File: src/rtl/accum_ctrl.sv
// accum_ctrl: frame accumulator. Collects qtty add/subtract beats into a
// b-bit wrapping accumulator, then presents the result until the consumer
// takes it. Tracks the carry of the last operation and a sticky signed
// overflow for the whole frame.
module accum_ctrl #(
  parameter int b    = 8,
  parameter int qtty = 5
) (
  input  logic         clk,
  input  logic         rst,
  input  logic         in_valid,
  output logic         in_ready,
  input  logic [b-1:0] in_data,
  input  logic         in_add_n,
  output logic         out_valid,
  input  logic         out_ready,
  output logic [b-1:0] out_sum,
  output logic         out_carry,
  output logic         out_ovf,
  output logic         busy
);

  localparam int CW = $clog2(qtty + 1);

  typedef enum logic [1:0] {
    IDLE = 2'd0,
    ACC  = 2'd1,
    DONE = 2'd2
  } state_t;

  state_t          r_state;
  state_t          w_state_nxt;
  logic [b-1:0]    r_acc;
  logic [CW-1:0]   r_cnt;
  logic            r_carry;
  logic            r_ovf;

  logic            w_accept;
  logic            w_release;
  logic            w_last;
  logic [b-1:0]    w_opnd;
  logic [b:0]      w_sum;
  logic            w_ovf_now;

  // Subtract is add of the one's complement plus a carry-in of one.
  assign w_opnd    = in_data ^ {b{in_add_n}};
  assign w_sum     = {1'b0, r_acc} + {1'b0, w_opnd} + {{b{1'b0}}, in_add_n};
  assign w_ovf_now = (w_opnd[b-1] == r_acc[b-1]) && (w_sum[b-1] != r_acc[b-1]);

  assign in_ready  = (r_state != DONE);
  assign w_accept  = in_valid && in_ready;
  assign w_release = (r_state == DONE) && out_ready;
  // The beat being accepted now is the final one of the frame.
  assign w_last    = (r_cnt == CW'(qtty - 1));

  assign out_valid = (r_state == DONE);
  assign busy      = (r_state != IDLE);
  assign out_sum   = r_acc;
  assign out_carry = r_carry;
  assign out_ovf   = r_ovf;

  // State register.
  always_ff @(posedge clk) begin
    if (rst) r_state <= IDLE;
    else     r_state <= w_state_nxt;
  end

  // Next-state logic: a frame ends on its last accepted beat and is held
  // in DONE until the consumer accepts it.
  always_comb begin
    w_state_nxt = r_state;
    case (r_state)
      IDLE: if (w_accept) w_state_nxt = w_last ? DONE : ACC;
      ACC:  if (w_accept && w_last) w_state_nxt = DONE;
      DONE: if (out_ready) w_state_nxt = IDLE;
      default: w_state_nxt = IDLE;
    endcase
  end

  // Datapath: accumulate on each accepted beat, clear when the result is
  // handed off. Accept and release never coincide since DONE blocks input.
  always_ff @(posedge clk) begin
    if (rst || w_release) begin
      r_acc   <= '0;
      r_cnt   <= '0;
      r_carry <= 1'b0;
      r_ovf   <= 1'b0;
    end else if (w_accept) begin
      r_acc   <= w_sum[b-1:0];
      r_carry <= w_sum[b];
      r_ovf   <= r_ovf | w_ovf_now;
      r_cnt   <= r_cnt + CW'(1);
    end
  end

endmodule

File: config.mk
export PLATFORM = sky130hd
export DESIGN_NAME = accum_ctrl
export DESIGN_NICKNAME = d
export VERILOG_FILES = /design/src/rtl/accum_ctrl.sv
export SDC_FILE = /design/constraint.sdc
export NUM_CORES = 1
export LEC_CHECK = 0
export ABC_AREA = 1
export CAP_MARGIN = 20
export CORE_MARGIN = 2
export CORE_UTILIZATION = 46
export CTS_BUF_LIST = sky130_fd_sc_hd__clkbuf_4 sky130_fd_sc_hd__clkbuf_8
export DETAILED_ROUTE_END_ITERATION = 7
export PLACE_DENSITY = 0.74
export RECOVER_POWER = 25
export SYNTH_ARGS = -nofsm -noshare
export SYNTH_HDL_FRONTEND = slang
export SYNTH_SLANG_ARGS = --single-unit
File: constraint.sdc
create_clock -name clk -period 3.8 [get_ports clk]
set_input_delay 0.76 -clock clk [delete_from_list [all_inputs] [get_ports clk]]
set_output_delay 0.76 -clock clk [all_outputs]
set_load 0.02 [all_outputs]
## After elaboration in Yosys (flattened, before gate mapping)

Cells that the tools add are included.

| word-level totals | value |
|---|---|
| flip-flop bits (word level) | 15 |

| operators by class | value |
|---|---|
| reduce and logical (&&, ||, !) cells | 8 |
| bitwise gates (word level) | 2 |
| add/subtract/negate cells | 3 |
| equal/unequal tests | 9 |
| mux-type cells | 5 |

Operators by type and width:

| operator | number |
|---|---|
| $add 8x8->9 | 1 |
| $add 9x1->9 | 1 |
| $mux 2 | 4 |
| $xor 8x8->8 | 1 |
| $ne 2x2->1 const B | 3 |
| $pmux 2 s3 | 1 |
| $logic_and 1x1->1 | 4 |
| $add 3x1->3 const B | 1 |
| $eq 3x3->1 const B | 1 |
| $reduce_and 3->1 | 1 |
| $eq 2x1->1 const B | 1 |
| $eq 2x2->1 const B | 1 |
| $logic_not 2->1 | 1 |
| $ne 2x1->1 const B | 1 |
| $reduce_bool 2->1 | 1 |
| $eq 1x1->1 | 1 |
| $logic_or 1x1->1 | 1 |
| $ne 1x1->1 | 1 |
| $or 1x1->1 | 1 |

## Longest topological paths before layout

Gate-level depths: netlist of the first run.

| logic depth | value |
|---|---|
| depth in word-level cells | 6 |
| gate-level depth with buffers | 14 |
| gate-level depth less buffers | 13 |

## Worst setup path before layout of the first run

No wires, ideal clock.

| path | value |
|---|---|
| path type | input to register |
| start point | input port in_add_n |
| end point | register r_acc[6], in the netlist out_sum[6] |
| library setup time | 0.109 ns |
| path slack | 1.691 ns |
| data arrival time | 2.000 ns |
| stages on the path | 11 |
| data required time | 3.691 ns |
| path through | buf_6 > xor2_1 > ha_1 > a21oi_1 > o21ai_2 > a21oi_1 > inv_1 > nand2_1 > nand3_1 > nand2_1 > inv_1 |

| on the way | value |
|---|---|
| cells in the longest elaborated chain, start to end | 3 |

Ends and longest elaborated chain:

| what | RTL line | text |
|---|---|---|
| from (decl) | 14 | `input logic in_add_n,` |
| $xor 8x8->8 | 46 | `assign w_opnd = in_data ^ {b{in_add_n}};` |
| $add 8x8->9 | 47 | `assign w_sum = {1'b0, r_acc} + {1'b0, w_opnd} + {{b{1'b0}}, in_add_n};` |
| $add 9x1->9 (*) | 47 |  |
| to (signal assigned) | 89 | `r_acc <= w_sum[b-1:0];` |
| to (decl) | 33 | `logic [b-1:0] r_acc;` |

Every way passes the cells marked *; elsewhere a longest branch is shown, timed or not.
A chain may end at the register's enable or synchronous reset.

## Worst setup path after layout of the first run

| path | value |
|---|---|
| start point | input port in_valid |
| end point | register r_ovf, in the netlist out_ovf |

| on the way | value |
|---|---|
| cells in the longest elaborated chain, start to end | 1 |

Ends and longest elaborated chain:

| what | RTL line | text |
|---|---|---|
| from (decl) | 11 | `input logic in_valid,` |
| $logic_and 1x1->1 | 51 | `assign w_accept = in_valid && in_ready;` |
| to (signal assigned) | 91 | `r_ovf <= r_ovf \| w_ovf_now;` |
| to (decl) | 36 | `logic r_ovf;` |

No other way between the ends.

==> qor.txt, run 1 <==
Ordered list of cells on the worst path - dlygate4sd3_1 > inv_1 > nor2_1 > inv_1 > nor2_1 > nand3_1 > a21oi_1
Levels on crit path - 7
Die height - 53.5 um
DR iter-0 viols - 16
Vias - 1004
Antenna-violating nets left - 0
Clock Skew - 10.2 ps
Status - finished, final reports clean
Root buffer cell - clkbuf_4
Hold crit path type - flop to flop
Mapped Cells - 152
Area Overhead vs Synth - 24.5%
Synth Cell Area - 0.00113 mm^2
Worst skew pair latency - 290 ps
Worst reg2reg path depth - 6
Vias in the first global route - 918
Relative slew slack - 17.3%
Least-Margin Pin Slew - 1240 ps
Leakage Power - 0.678 nW
First-pass GRT wire length - 3.73 mm
Crit path arrival time - 3180 ps
WS Path Type - input pin to flop
GP Congestion - 0.854
Worst hold slack - 451 ps
DR top layer - met4
Syn Nets - 175
Max-cap viol count - 0
Number of instances in the placed design - 203
WL met2 - 1.05 mm
1st-pass router iterations - 4
Cts bufs inserted - 3
Post_cts resized - 0
Hold buffer count at cts - 0
Total track usage - 18.0%
Antenna violations before repair - 0
CTS tree - yes
GRT overflow - 0
Post-synth top flop - dfxtp_1
# Post-CTS Setup Buffers - 0
RSZ-0062 raised after global routing - false
Final Cycle Share - 77.8%
Clock transition at path regs - 90 ps
Met3 routed WL - 93 um
Worst Path Max Fanout - 17
CP max stage cell - nor2_1
Setup crit end kind - flop
Power per Cell Area - 356 mW/mm^2
CP delay by family, top - simple AND/OR/NAND/NOR gates
I/O pin cnt - 26
Core area - 0.00225 mm^2
WP data required - 4030 ps
Clock Sinks - 15
Setup WS post-layout - 844 ps
Worst vdd ir - 0.000241 V
Power, Total - 499 uW
Yosys cell types - 28
IO Port Bufs - 25
Die area - 0.00286 mm^2
Num rows - 17
Flops & latches, synth - 15
Setup_tns - 0 ps
Post-Route M1 WL - 1.05 mm
Fraction of layout cells with a size suffix above 1 - 14.0%
Initial core utilization - 50.0%
Largest net degree at the start of global routing - 18
Post-placement worst setup slack - 905 ps
Avg Cell Area, Syn - 7.42 um^2
Peak Freq - 0.338 GHz
Post-layout min period - 2960 ps
Sequential cell area fraction in the yosys report - 26.6%
Final setup viols - 0
Non-Filler Instances - 207
Crit path buf inv count - 3
Routed wire length - 2.22 mm
Hold Path Depth - 2
Synth warn - 0
CTS Buffer Depth - 2
Drt drc - 0
Post-DR wirelength/cell - 10.7 um
Slowest stage delay, CP - 930 ps
Max H-tree Level - 1
Final Max Tran Viols - 0
ANT cells - 0
DR vias/cell - 4.85
EDFF count, synth - 0
Startpoint Class - input pin
Die W - 53.5 um
Hold Fails Final Rpt - 0
Synth async-reset ratio - 0%
NumNets Final - 203
Dpl hpwl - 1.77 mm
==> cell usage after synthesis, types with 2 or more instances <==
| cell | n | area [um^2] |
|---|---|---|
| nand3_1 | 7 | 35.0 |
| a21oi_2 | 4 | 35.0 |
| a21oi_1 | 6 | 30.0 |
| nor2_1 | 15 | 56.3 |
| inv_2 | 2 | 7.51 |
| o21bai_1 | 3 | 22.5 |
| o21ai_1 | 2 | 10.0 |
| inv_4 | 2 | 12.5 |
| nand2_2 | 6 | 37.5 |
| o21ai_2 | 6 | 52.6 |
| nand2_1 | 26 | 97.6 |
| inv_1 | 26 | 97.6 |
| xor2_1 | 9 | 78.8 |
| ha_1 | 9 | 113 |
| dfxtp_1 | 15 | 300 |
| a31oi_1 | 2 | 12.5 |
==> layout make-up <==
type	count	area [um^2]
fill	219	851
multi-input combinational	105	671
sequential	15	300
timing repair buffer	25	250
inverter	30	118
tap	28	35.0
clock buffer	3	22.5
clock inverter	1	7.51
==> cell usage in the layout, fill, tap and decap left out, drive strengths merged, types with 3 or more instances in the layout <==
master and n:
nand2 32, xor2 9, dlygate4sd3 3, clkbuf 3, o21bai 3, clkdlybuf4s50 22, nand3 7, ha 9
nor2 17, inv 30, dfxtp 15, o21ai 10, a21oi 10
==> cell families (layout without fill, tap and decap cells) <==
| family | Yosys count | in the layout | share of synthesized area, % |
|---|---|---|---|
| AO/OA/AOI/OAI | 26 | 26 | 17.1 |
| AND/OR/NAND/NOR | 59 | 59 | 24.6 |
| buffers and inverters | 32 | 59 | 12.1 |
| flip-flops | 15 | 15 | 26.6 |
| adder cells (fa/ha/maj) | 10 | 10 | 11.8 |
| XOR/XNOR | 10 | 10 | 7.77 |
==> layer usage <==
| layer | GRT usage, % | vias to the layer above |
|---|---|---|
| met4 | 9.40 | 0 |
| met1 | 21.5 | 446 |
| met5 | 0 | - |
| met3 | 3.11 | 4 |
| met2 | 30.7 | 22 |
| li1 | - | 532 |
==> metrics by stage <==
step                utilization, %  area (um^2)
floorplan                        -         1130
global placement              61.8         1390
detailed placement            61.8         1390
CTS                           63.2         1420
global route                  62.3         1400
finish                        62.3         1400
==> state kept, by name, summed over array words and instances, names as in the netlist <==
signal and flops:
r_state 2, r_cnt 3, out_sum 8, out_ovf 1
out_carry 1
==> tightest hold or removal path: stages (launching register included) <==
cell,delay [ps]
dfxtp_1,320
inv_1,40
a21oi_1,50
==> power by group <==
part	leakage [nW]	internal (mW)	switching [mW]
clock	0.0139	0.0401	0.0587
combinational	0.540	0.0929	0.120
sequential	0.124	0.174	0.0140
==> worst paths after layout <==
kind | start | to | slack, ps
min reg2reg | out_ovf | out_ovf | 450
max reg2reg | r_state[0] | out_ovf | 1450
min | out_ovf | out_ovf | 450
max | in_valid | out_ovf | 840
Note: power is estimated with default switching activity, not from simulation.
==> run 2, diff against run 1 <==
==> constraint.sdc (replaced) <==
create_clock -name clk -period 3 [get_ports clk]
set_input_delay 0.6 -clock clk [delete_from_list [all_inputs] [get_ports clk]]
set_output_delay 0.6 -clock clk [all_outputs]
set_load 0.02 [all_outputs]
==> qor.txt, run 2 (same netlist as run 1, synthesis figures left out) <==
Routed wire length - 2.20 mm (was 2.22 mm)
Max H-tree Level - 1 (unchanged)
Antenna violations before repair - 0 (unchanged)
DR iter-0 viols - 18 (was 16)
Antenna-violating nets left - 0 (unchanged)
Slowest stage delay, CP - 740 ps (was 930 ps)
Internal power - 390 uW (was 306 uW)
# Post-CTS Setup Buffers - 0 (unchanged)
1st-pass router iterations - 4 (unchanged)
GP Congestion - 0.854 (unchanged)
Power per Cell Area - 446 mW/mm^2 (was 356 mW/mm^2)
Fin util - 63.0% (was 62.3%)
CP delay by family, top - buffers and inverters (was simple AND/OR/NAND/NOR gates)
Drt drc - 0 (unchanged)
Final setup viols - 0 (unchanged)
Most frequent cells in the layout - inv_1 (27), nand2_1 (26), clkdlybuf4s50_1 (22), nor2_1 (15), dfxtp_1 (15) (was inv_1 (27), nand2_1 (26), clkdlybuf4s50_1 (22), nor2_1 (16), dfxtp_1 (15))
Worst vdd ir - 0.000247 V (was 0.000241 V)
Post_cts resized - 0 (unchanged)
Final Cycle Share - 80.6%
Worst reg2reg path depth - 10 (was 6)
Crit path buf inv count - 2 (was 3)
Area Overhead vs Synth - 26.0% (was 24.5%)
DR vias/cell - 4.78 (was 4.85)
CTS Buffer Depth - 2 (unchanged)
Hold Path Depth - 2 (unchanged)
Final instance area - 0.00142 mm^2 (was 0.00140 mm^2)
Die area - 0.00286 mm^2 (unchanged)
Power, Total - 633 uW (was 499 uW)
Flop pwr share - 37.5% (was 37.6%)
Levels on crit path - 9 (was 7)
Setup crit end kind - flop (unchanged)
Setup_tns - 0 ps (unchanged)
Final Max Tran Viols - 0 (unchanged)
Startpoint Class - input pin (unchanged)
Clock transition at path regs - 90 ps (about the same)
Core area - 0.00225 mm^2 (unchanged)
Hold crit path type - flop to flop (unchanged)
Post-layout min period - 2420 ps
ANT cells - 0 (unchanged)
Post-placement worst setup slack - 264 ps (was 905 ps)
Leakage Power - 0.682 nW (was 0.678 nW)
GRT overflow - 0 (unchanged)
Psw - 243 uW (was 193 uW)
Most used cell, CP - nand2_1
Clock Sinks - 15 (unchanged)
Dpl hpwl - 1.76 mm (was 1.77 mm)
Cts bufs inserted - 3 (unchanged)
CTS tree - yes (unchanged)
I/O pin cnt - 26 (unchanged)
Die height - 53.5 um (unchanged)
Least-Margin Pin Slew - 447 ps (was 1240 ps)
RSZ-0062 raised after global routing - false (unchanged)
IO Port Bufs - 25 (unchanged)
Die W - 53.5 um (unchanged)
WP data required - 3200 ps (was 4030 ps)
Largest net degree at the start of global routing - 18 (unchanged)
Number of instances in the placed design - 203 (unchanged)
Clock Skew - 4.16 ps (was 10.2 ps)
WS Path Type - input pin to flop (unchanged)
Placed Area - 0.00139 mm^2 (unchanged)
First-pass GRT wire length - 3.70 mm (was 3.73 mm)
Relative slew slack - 70.1% (was 17.3%)
Max reg flops - 8 (unchanged)
Crit path arrival time - 2620 ps (was 3180 ps)
Fraction of layout cells with a size suffix above 1 - 14.5% (was 14.0%)
CP max stage cell - clkdlybuf4s50_1 (was nor2_1)
Status - finished, final reports clean (unchanged)
Total track usage - 17.8% (was 18.0%)
Combinational share of power - 43.0% (was 42.7%)
Setup WS post-layout - 583 ps (was 844 ps)
Hold buffer count at cts - 0 (unchanged)
Commonest non-fill, non-tap cell in the layout - inv_1 (unchanged)
Worst skew pair latency - 290 ps (about the same)
Worst Path Max Fanout - 8 (was 17)
Initial core utilization - 50.0% (unchanged)
Vias in the first global route - 909 (was 918)
Vias - 989 (was 1004)
Peak Freq - 0.414 GHz
Switching Share - 38.4% (was 38.6%)
Post-DR wirelength/cell - 10.6 um (was 10.7 um)
Ordered list of cells on the worst path - clkdlybuf4s50_1 > xnor2_1 > fa_1 > o21ai_2 > a21oi_1 > nand2_1 > nand3_1 > nand2_1 > inv_1 (was dlygate4sd3_1 > inv_1 > nor2_1 > inv_1 > nor2_1 > nand3_1 > a21oi_1)
Max-cap viol count - 0 (unchanged)
Root buffer cell - clkbuf_4 (unchanged)
Clock power frac - 19.5% (was 19.8%)
Hold Fails Final Rpt - 0 (unchanged)
Worst hold slack - 449 ps (was 451 ps)
NumNets Final - 203 (unchanged)
Num rows - 17 (unchanged)
Non-Filler Instances - 207 (unchanged)
==> run 2: cell count changes in the layout (fill, tap and decap cells not counted) <==
cell,before,now
nor2_1,16,15
nor2_8,0,1
==> run 2: path summary, 6_finish.rpt <==
check	from	to	slack, ps
worst max register to register	out_sum[0]	out_sum[6]	1290
worst min-delay path	out_ovf	out_ovf	450
worst min register to register	out_ovf	out_ovf	450
worst max-delay path	in_add_n	out_sum[6]	580
==> run 2: worst reg2reg max path, cell delays in order (launching register included) <==
cell and delay (ps):
dfxtp_1 370, nand2_1 80, nand2_2 80, inv_1 50
fa_1 410, o21ai_2 240, a21oi_1 120, nand2_1 80
nand3_1 80, nand2_1 70, inv_1 30
==> run 2: cell type report <==
cell class	count	area, um^2
clock inverter	1	7.51
fill	227	835
timing repair buffer	25	250
sequential	15	300
multi-input combinational	105	687
tap	28	35.0
inverter	30	118
clock buffer	3	22.5
==> run 2: layer usage <==
metal,part of all wire [%],GRT usage [%],vias to the layer above
li1,-,-,531
met4,1.8,7.69,0
met1,47,21.4,432
met5,0,0,-
met2,47,30.9,21
met3,4.3,2.82,5
==> run 2: power groups by stage <==
stage / sequential [mW] / combinational [mW] / clock [mW]
floorplan: 0.260 / 0.176 / 0
finish: 0.238 / 0.272 / 0.124
global route: 0.241 / 0.306 / 0.139
CTS: 0.238 / 0.277 / 0.128
detailed placement: 0.243 / 0.275 / 0
global placement: 0.242 / 0.270 / 0
==> run 3, diff against run 2 <==
==> constraint.sdc (replaced) <==
create_clock -name clk -period 2.45 [get_ports clk]
set_input_delay 0.49 -clock clk [delete_from_list [all_inputs] [get_ports clk]]
set_output_delay 0.49 -clock clk [all_outputs]
set_load 0.02 [all_outputs]
==> qor.txt, run 3 (same netlist as run 1, synthesis figures left out) <==
FF-to-FF End - out_ovf (was out_sum[6])
Max reg flops - 8 (unchanged)
Final Cycle Share - 88.7%
Max-cap viol count - 0 (unchanged)
Routed wire length - 2.30 mm (was 2.20 mm)
Max H-tree Level - 1 (unchanged)
# Post-CTS Setup Buffers - 0 (unchanged)
Clock Skew - 7.47 ps (was 4.16 ps)
Leakage Power - 0.701 nW (was 0.682 nW)
Vias in the first global route - 931 (was 909)
1st-pass router iterations - 4 (unchanged)
GRT overflow - 0 (unchanged)
I/O pin cnt - 26 (unchanged)
First-pass GRT wire length - 3.87 mm (was 3.70 mm)
Switching Share - 37.5% (was 38.4%)
CTS Buffer Depth - 2 (unchanged)
Grt peak-use layer - met2 (unchanged)
Area Overhead vs Synth - 27.9% (was 26.0%)
Post-placement worst setup slack - -35.8 ps (was 264 ps)
Fraction of layout cells with a size suffix above 1 - 16.5% (was 14.5%)
Slowest stage delay, CP - 440 ps (was 740 ps)
Internal power - 501 uW (was 390 uW)
Hold path startpoint - out_ovf (unchanged)
CP max stage cell - clkdlybuf4s50_1 (unchanged)
Met3 Use GR - 5.08% (was 2.82%)
WP data required - 2650 ps (was 3200 ps)
Post-layout min period - 2170 ps
Clock Sinks - 15 (unchanged)
Core area - 0.00225 mm^2 (unchanged)
Die W - 53.5 um (unchanged)
Most frequent cells in the layout - inv_1 (26), nand2_1 (26), clkdlybuf4s50_1 (22), nor2_1 (15), dfxtp_1 (15) (was inv_1 (27), nand2_1 (26), clkdlybuf4s50_1 (22), nor2_1 (15), dfxtp_1 (15))
Hold crit path type - flop to flop (unchanged)
Post_cts resized - 0 (unchanged)
Worst reg2reg path depth - 6 (was 10)
Status - finished, final reports clean (unchanged)
Dpl hpwl - 1.79 mm (was 1.76 mm)
Crit path buf inv count - 5 (was 2)
GR Util met2 - 30.0% (was 30.9%)
Worst skew pair latency - 300 ps (was 290 ps)
Crit path arrival time - 2380 ps (was 2620 ps)
Hold buffer count at cts - 0 (unchanged)
Drt drc - 0 (unchanged)
WS Path Type - input pin to flop (unchanged)
Clock transition at path regs - 100 ps (was 90 ps)
Largest net degree at the start of global routing - 18 (unchanged)
Hold Fails Final Rpt - 0 (unchanged)
Relative slew slack - 45.9% (was 70.1%)
Most used cell, CP - nand2_1 (unchanged)
NumNets Final - 206 (was 203)
Initial core utilization - 50.0% (unchanged)
GP Congestion - 0.854 (about the same)
Power per Cell Area - 556 mW/mm^2 (was 446 mW/mm^2)
Vias - 1013 (was 989)
Least-Margin Pin Slew - 811 ps (was 447 ps)
CTS tree - yes (unchanged)
Levels on crit path - 15 (was 9)
Combinational share of power - 43.4% (was 43.0%)
DR iter-0 viols - 8 (was 18)
IO Port Bufs - 25 (unchanged)
Antenna violations before repair - 0 (unchanged)
Setup_tns - 0 ps (unchanged)
Psw - 300 uW (was 243 uW)
Worst vdd ir - 0.000361 V (was 0.000247 V)
Antenna-violating nets left - 0 (unchanged)
Worst Setup SP - in_add_n (unchanged)
Reg-to-reg slack, setup - 690 ps (was 1290 ps)
Clock power frac - 20.2% (was 19.5%)
Num rows - 17 (unchanged)
Die area - 0.00286 mm^2 (unchanged)
R2r startpoint - r_state[0] (was out_sum[0])
Peak Freq - 0.460 GHz
Cts bufs inserted - 3 (unchanged)
Die height - 53.5 um (unchanged)
DR vias/cell - 4.82 (was 4.78)
ANT cells - 0 (unchanged)
RSZ-0062 raised after global routing - false (unchanged)
Startpoint Class - input pin (unchanged)
Worst Setup EP - out_sum[5] (was out_sum[6])
Flop pwr share - 36.4% (was 37.5%)
Ordered list of cells on the worst path - clkdlybuf4s50_1 > buf_12 > xnor2_1 > inv_1 > ha_1 > nand2_1 > inv_1 > nand2_2 > nand2_2 > nand2_1 > nand2_1 > nand2_1 > nand2_1 > o21ai_1 > inv_1 (was clkdlybuf4s50_1 > xnor2_1 > fa_1 > o21ai_2 > a21oi_1 > nand2_1 > nand3_1 > nand2_1 > inv_1)
Worst Path Max Fanout - 8 (unchanged)
Total track usage - 18.9% (was 17.8%)
Final setup viols - 0 (unchanged)
Setup crit end kind - flop (unchanged)
Post-DR wirelength/cell - 10.9 um (was 10.6 um)
CP delay by family, top - buffers and inverters (unchanged)
Setup WS post-layout - 276 ps (was 583 ps)
Met1 Track Usage GR - 24.1% (was 21.4%)
Root buffer cell - clkbuf_4 (unchanged)
Final Max Tran Viols - 0 (unchanged)
-- run 3: changes by cell type in the layout (fill, tap and decap cells not counted) --
cell | before | now
inv_2 | 1 | 2
buf_4 | 0 | 2
nor2_8 | 1 | 0
clkinvlp_4 | 1 | 0
inv_1 | 27 | 26
clkbuf_4 | 3 | 4
buf_12 | 0 | 1
nor2_2 | 0 | 1
-- run 3: how the worst min path moves through the flow --
stage / endpoint / slack, ps / depth (start not counted)
detailed placement: out_ovf / 440 / 2
finish: out_ovf / 460 / 2
global placement: out_ovf / 440 / 2
CTS: out_ovf / 460 / 2
global route: out_ovf / 500 / 2
floorplan: r_cnt[2] / 430 / 2
-- run 3: layout make-up --
type	count	area, um^2
clock buffer	4	30.0
fill	214	813
inverter	30	118
multi-input combinational	105	673
sequential	15	300
tap	28	35.0
timing repair buffer	28	285
-- run 3: worst reg2reg max path, delay by kind of cell, from the launching register on --
family	cells	cell delay (ps)
flip-flops	1	410
AND/OR/NAND/NOR	4	940
buffers and inverters	1	250
AO/OA/AOI/OAI	1	120
-- run 3: routing by layer --
layer / wire (um) / up-vias
li1: - / 538
met2: 1030 / 23
met5: 0 / -
met3: 119 / 4
met1: 1110 / 448
met4: 38 / 0
-- run 3: per-stage QoR --
step                      instances  hold slack, ps  instance area [um^2]  util, %  power, mW
final                           210             456                  1440     63.9      0.801
after global routing            210             503                  1440     63.9      0.866
after CTS                       210             459                  1460     64.7      0.813
after detailed placement        206             445                  1430     63.4      0.649
after global placement          206             438                  1430     63.4      0.646
after floorplan                 152             435                  1130        -      0.533
-- run 3: power by group through the flow --
| stage | clock (mW) | combinational (mW) | sequential [mW] |
|---|---|---|---|
| 6_report | 0.162 | 0.348 | 0.291 |
| 5_1_grt | 0.180 | 0.390 | 0.295 |
| 4_1_cts | 0.167 | 0.355 | 0.292 |
| 3_5_place_dp | 0 | 0.352 | 0.297 |
| 3_3_place_gp | 0 | 0.349 | 0.296 |
| 2_1_floorplan | 0 | 0.215 | 0.318 |
